==> src/rtl/axi_pack_pkg.sv <==
// Shared types for the axi_pack SSR address path: beat length/size encodings,
// the affine/indirect stream descriptor and the address-generator FSM states.
package axi_pack_pkg;

  localparam int unsigned IndexOffsetWidth = 17;

  typedef logic [2:0] size_t;
  typedef logic [7:0] len_t;

  typedef struct packed {
    logic [15:0] stride;
    logic [15:0] nest_stride;
    len_t        nest_len;
  } affine_t;

  typedef struct packed {
    logic [IndexOffsetWidth-1:0] index_base_offset;
    size_t                       index_size;
  } indirect_t;

  typedef struct packed {
    logic      indirect_enable;
    affine_t   affine;
    indirect_t indirect;
  } ssr_user_t;

  typedef enum logic {
    SSR_AG_IDLE = 1'b0,
    SSR_AG_RUN  = 1'b1
  } ssr_ag_state_e;

endpackage

==> src/rtl/axi_pack_ssr_step.sv <==
// Combinational step selector: picks the byte increment between consecutive
// beats and flags when the affine group counter sits on a nesting boundary.
module axi_pack_ssr_step
  import axi_pack_pkg::*;
#(
  parameter int unsigned AddrWidth = 32
) (
  input  logic                 indirect_enable,
  input  affine_t              affine,
  input  size_t                index_size,
  input  size_t                size,
  input  len_t                 grp,
  output logic [AddrWidth-1:0] incr,
  output logic                 boundary
);

  // NOTE: every output of this always_comb is given a default first so no
  // path through the if/else can leave a value held, which would infer a latch.
  always_comb begin
    incr     = '0;
    boundary = 1'b0;
    if (indirect_enable) begin
      incr = AddrWidth'(1) << index_size;
    end else begin
      boundary = (affine.nest_len != '0) && (grp == affine.nest_len);
      // Strides are unsigned element counts, widened before scaling by size.
      incr = (boundary ? AddrWidth'(affine.nest_stride) : AddrWidth'(affine.stride)) << size;
    end
  end

endmodule

==> src/rtl/axi_pack_ssr_addr_gen.sv <==
// Burst-to-beat address generator: accepts one affine or indirect burst
// descriptor and emits one byte address per downstream handshake.
module axi_pack_ssr_addr_gen
  import axi_pack_pkg::*;
#(
  parameter int unsigned AddrWidth = 32
) (
  input  logic                 clk_i,
  input  logic                 rst_ni,
  input  logic                 req_valid_i,
  output logic                 req_ready_o,
  input  logic [AddrWidth-1:0] req_addr_i,
  input  len_t                 req_len_i,
  input  size_t                req_size_i,
  input  ssr_user_t            req_user_i,
  output logic                 beat_valid_o,
  input  logic                 beat_ready_i,
  output logic [AddrWidth-1:0] beat_addr_o,
  output len_t                 beat_idx_o,
  output logic                 beat_last_o,
  output logic                 beat_indirect_o,
  output logic                 busy_o
);

  ssr_ag_state_e        state_q, state_d;
  logic [AddrWidth-1:0] addr_q;
  len_t                 idx_q, grp_q, len_q;
  size_t                size_q, index_size_q;
  affine_t              affine_q;
  logic                 indirect_q;

  logic [AddrWidth-1:0] incr;
  logic                 boundary;
  logic                 accept, beat_hs, last;

  // The index base offset travels with the descriptor but is consumed elsewhere.
  logic unused_index_base_offset;
  assign unused_index_base_offset = ^req_user_i.indirect.index_base_offset;

  assign req_ready_o     = (state_q == SSR_AG_IDLE);
  assign busy_o          = (state_q == SSR_AG_RUN);
  assign beat_valid_o    = (state_q == SSR_AG_RUN);
  assign beat_addr_o     = addr_q;
  assign beat_idx_o      = idx_q;
  assign beat_indirect_o = indirect_q;

  assign last        = (idx_q == len_q);
  assign beat_last_o = last;
  assign accept      = req_valid_i && req_ready_o;
  assign beat_hs     = beat_valid_o && beat_ready_i;

  axi_pack_ssr_step #(
    .AddrWidth(AddrWidth)
  ) i_step (
    .indirect_enable(indirect_q),
    .affine         (affine_q),
    .index_size     (index_size_q),
    .size           (size_q),
    .grp            (grp_q),
    .incr           (incr),
    .boundary       (boundary)
  );

  always_comb begin
    state_d = state_q;
    unique case (state_q)
      SSR_AG_IDLE: if (accept) state_d = SSR_AG_RUN;
      SSR_AG_RUN:  if (beat_hs && last) state_d = SSR_AG_IDLE;
      default:     state_d = SSR_AG_IDLE;
    endcase
  end

  // NOTE: sequential state uses non-blocking assignments so every register
  // samples the pre-edge values, independent of statement order.
  always_ff @(posedge clk_i or negedge rst_ni) begin
    if (!rst_ni) begin
      state_q      <= SSR_AG_IDLE;
      addr_q       <= '0;
      idx_q        <= '0;
      grp_q        <= '0;
      len_q        <= '0;
      size_q       <= '0;
      index_size_q <= '0;
      affine_q     <= '0;
      indirect_q   <= 1'b0;
    end else begin
      state_q <= state_d;
      if (accept) begin
        addr_q       <= req_addr_i;
        idx_q        <= '0;
        grp_q        <= '0;
        len_q        <= req_len_i;
        size_q       <= req_size_i;
        index_size_q <= req_user_i.indirect.index_size;
        affine_q     <= req_user_i.affine;
        indirect_q   <= req_user_i.indirect_enable;
      end else if (beat_hs && !last) begin
        addr_q <= addr_q + incr;
        idx_q  <= idx_q + len_t'(1);
        // The group counter only tracks affine nesting; indirect bursts leave it alone.
        if (!indirect_q) grp_q <= boundary ? '0 : grp_q + len_t'(1);
      end
    end
  end

endmodule
==> config.mk <==
export PLATFORM = sky130hd
export DESIGN_NAME = axi_pack_ssr_addr_gen
export DESIGN_NICKNAME = d
export VERILOG_FILES = /design/src/rtl/axi_pack_pkg.sv /design/src/rtl/axi_pack_ssr_step.sv /design/src/rtl/axi_pack_ssr_addr_gen.sv
export SDC_FILE = /design/constraint.sdc
export NUM_CORES = 1
export LEC_CHECK = 0
export ABC_AREA = 1
export CORE_MARGIN = 2
export CORE_UTILIZATION = 33
export DETAILED_ROUTE_END_ITERATION = 10
export HOLD_SLACK_MARGIN = 0.12
export PLACE_DENSITY = 0.68
export SLEW_MARGIN = 20
export SYNTH_ARGS = -nofsm -noshare
export SYNTH_HDL_FRONTEND = slang
export SYNTH_SLANG_ARGS = --single-unit
export TNS_END_PERCENT = 10
==> constraint.sdc <==
create_clock -name clk_i -period 4.15 [get_ports clk_i]
set_input_delay 1.245 -clock clk_i [delete_from_list [all_inputs] [get_ports clk_i]]
set_output_delay 1.245 -clock clk_i [all_outputs]
set_load 0.1 [all_outputs]
==> out/results.ini <==
[timing]
fin_crit_ps = 3678
relSlewSlack_pct = 33.67
tightest_slew_ps = 991.9
max_freq_mhz = 271.9
setup_viol = 0
period_share_pct = 88.62
skew_ps = 13.17
hold_viol_final = 0
tns_ps = 0
finalMaxSlewViolations = 0
rsz0062_at_grt = false

[drt]
viasPerCell = 4.938
drt_wl_total_um = 21980
wl_per_cell_um = 14.71
drtIter0Drc = 503
drt_first_pass_iters = 5
vias = 7377
drc = 0
ant_nets = 0

[cells_and_area]
register_area_um2 = 2603
fin_area_um2 = 9278
antenna_cells = 0
multiInputGateArea_um2 = 4163
fill_cells = 2367
syn_to_final_growth_pct = 25.87
drive_above_1_share_pct = 7.002
fin_nets = 1344

[global_routing]
grt_pass1_vias = 7050
grt_first_pass_wirelength_um = 35830
grt_max_degree = 64
track_usage_pct = 18.99
grt_antenna_before_repair = 0
overflow = 0

[synthesis]
ys_types = 44
synth-seq-cells = 104
synthFlopType = dfrtp_1
yosysMostFrequentCell = nand2_1
synthTopCellsByCount = 369 x nand2_1, 113 x nor2_1, 106 x nand3_1, 104 x dfrtp_1, 97 x inv_1
syn_avg_cell_area_um2 = 6.762
synth_area_um2 = 7371
synth-edff-count = 0
synth_top_area_share_pct = 35.31
yosys_warnings = 0
yosys.area.top_type = dfrtp_1
netlist_instances = 1090
synthTopCellsByArea = dfrtp_1 35%, nand2_1 19%, nand3_1 7.2%
syn-num-nets = 1224
ys_seq_area_share_pct = 35.31
synthArstFlopShare_pct = 100.0

[critical_path]
crit_required_ps = 4400
cp-end-kind = flip-flop
arrival_ps = 3920
critical_path_class = reg2reg
start_kind = flip-flop
crit_path_max_fanout = 18

[clock_network]
cts_setup_buffers = 0
ctsResizeCount = 0
cts_inserted_buffers = 9
cts_tree = done
path_clk_slew_ps = 80
clock-sinks = 104
cts_root_buf = clkbuf_16
cts_hold_buffers = 0
htreeDepth = 3
clk_latency_ps = 360
clockBufferDepth = 2

[floorplanning]
core_um2 = 21890
die_h_um = 153.5
floorplan.initialDensity_pct = 33.67
dieArea_um2 = 23550
rows = 54
fp.dieW_um = 153.5
ios = 153

[run_status]
status = completed

[placed_design]
gp_congestion = 0.9235
hpwlAfterDp_um = 17300
post_dp_cell_area_um2 = 8977
io_buffers = 135

[flow_run]
cap_violations = 0

[min_path]
hold_path.class = reg2reg

-- critical path, cell delays in order, from the launching register on --
cell	delay, ps
dfrtp_1	420
nor2_1	130
nand4_1	170
nand3_4	220
buf_12	190
nand2_1	80
nand2_1	90
nand2_1	50
nor2_1	130
nand2_1	70
a21oi_1	180
ha_1	190
inv_1	50
fa_1	400
inv_1	70
nand3_1	60
nand2_1	130
nand2_1	60
nand2_1	170
nand2_1	70
nand2_1	140
nand2_1	70
nand2_1	120
xor2_1	80
o21ai_0	140
nand2_1	60
-- cells by family (layout without fill, tap and decap cells) --
| kind of cell | Yosys count | in the layout | share of synthesized area, % |
|---|---|---|---|
| xor gates and xnor gates | 29 | 29 | 3.446 |
| DFF | 104 | 104 | 35.31 |
| and+or+nand+nor | 637 | 637 | 36.48 |
| AOI/OAI and AO/OA | 147 | 147 | 11.71 |
| adders and majority gates | 26 | 26 | 4.515 |
| muxes | 2 | 2 | 0.2886 |
| buffers and inverters | 145 | 269 | 8.250 |
-- layout make-up --
type | instances | area share, %
flip-flops and latches | 104 | 28.05
clock buffers | 9 | 2.428
multi-input cells | 841 | 44.87
inverters | 102 | 4.127
repair buffers | 152 | 15.94
clock inverters | 6 | 0.8092
well taps | 280 | 3.776
-- state kept, by name, summed over array words and instances (netlist names) --
name,flops
grp_q,8
beat_valid_o,1
beat_idx_o,8
size_q,3
affine_q,40
index_size_q,3
len_q,8
beat_indirect_o,1
beat_addr_o,32
-- metal layers --
layer  share of wire [%]  wire [um]  track usage (%)
met2                  47      10360            32.12
met4                 1.4        316            4.762
met5                   0          0                0
met1                  46      10020            24.96
met3                 5.9       1293            3.771
-- worst paths after layout --
kind	startpoint	end	slack, ps	depth (start not counted)
max	affine_q[3]$_DFFE_PN0P_	beat_addr_o[18]$_DFFE_PN0P_	470	25
min	affine_q[24]$_DFFE_PN0P_	affine_q[24]$_DFFE_PN0P_	490	2
max reg2reg	affine_q[3]$_DFFE_PN0P_	beat_addr_o[18]$_DFFE_PN0P_	470	25
min reg2reg	affine_q[24]$_DFFE_PN0P_	affine_q[24]$_DFFE_PN0P_	490	2
max in group asynchronous	rst_ni	beat_addr_o[5]$_DFFE_PN0P_	2490	2
min in group asynchronous	rst_ni	affine_q[7]$_DFFE_PN0P_	920	1
-- layout by cell type, fill, tap and decap left out, types with 2 or more instances in the layout --
cell / instances
a22oi_1: 2
o21ai_1: 3
nand2_2: 10
nor4_1: 3
inv_6: 2
o21bai_1: 2
a211oi_1: 3
o21ai_0: 62
nand2_4: 2
buf_4: 29
o21ai_2: 2
nand2_1: 368
nor2_2: 2
a31oi_1: 3
a21oi_1: 44
xor2_1: 16
nand4_1: 14
dfrtp_1: 104
xnor2_1: 13
o22ai_1: 9
nor3_2: 2
nand3_1: 106
buf_12: 3
o31ai_1: 4
inv_2: 4
nand4_2: 2
clkdlybuf4s50_1: 120
inv_1: 97
nand3_2: 2
clkbuf_16: 9
nor2_1: 113
ha_1: 25
o211ai_2: 8
nor3_1: 10
o21a_1: 3
-- stage by stage --
stage	utilization (%)	instances	setup slack, ps	hold slack, ps
floorplan	-	1090	762.6	449.2
global placement	41.01	1479	497.1	467.7
detailed placement	41.01	1479	480.6	473.9
CTS	42.38	1494	453.4	493.2
global route	42.38	1494	2.557	518.8
finish	42.38	1494	472.3	489.6
Power is not shown: default switching activity piles up to over one toggle a cycle in this logic, so the estimate is an artifact.
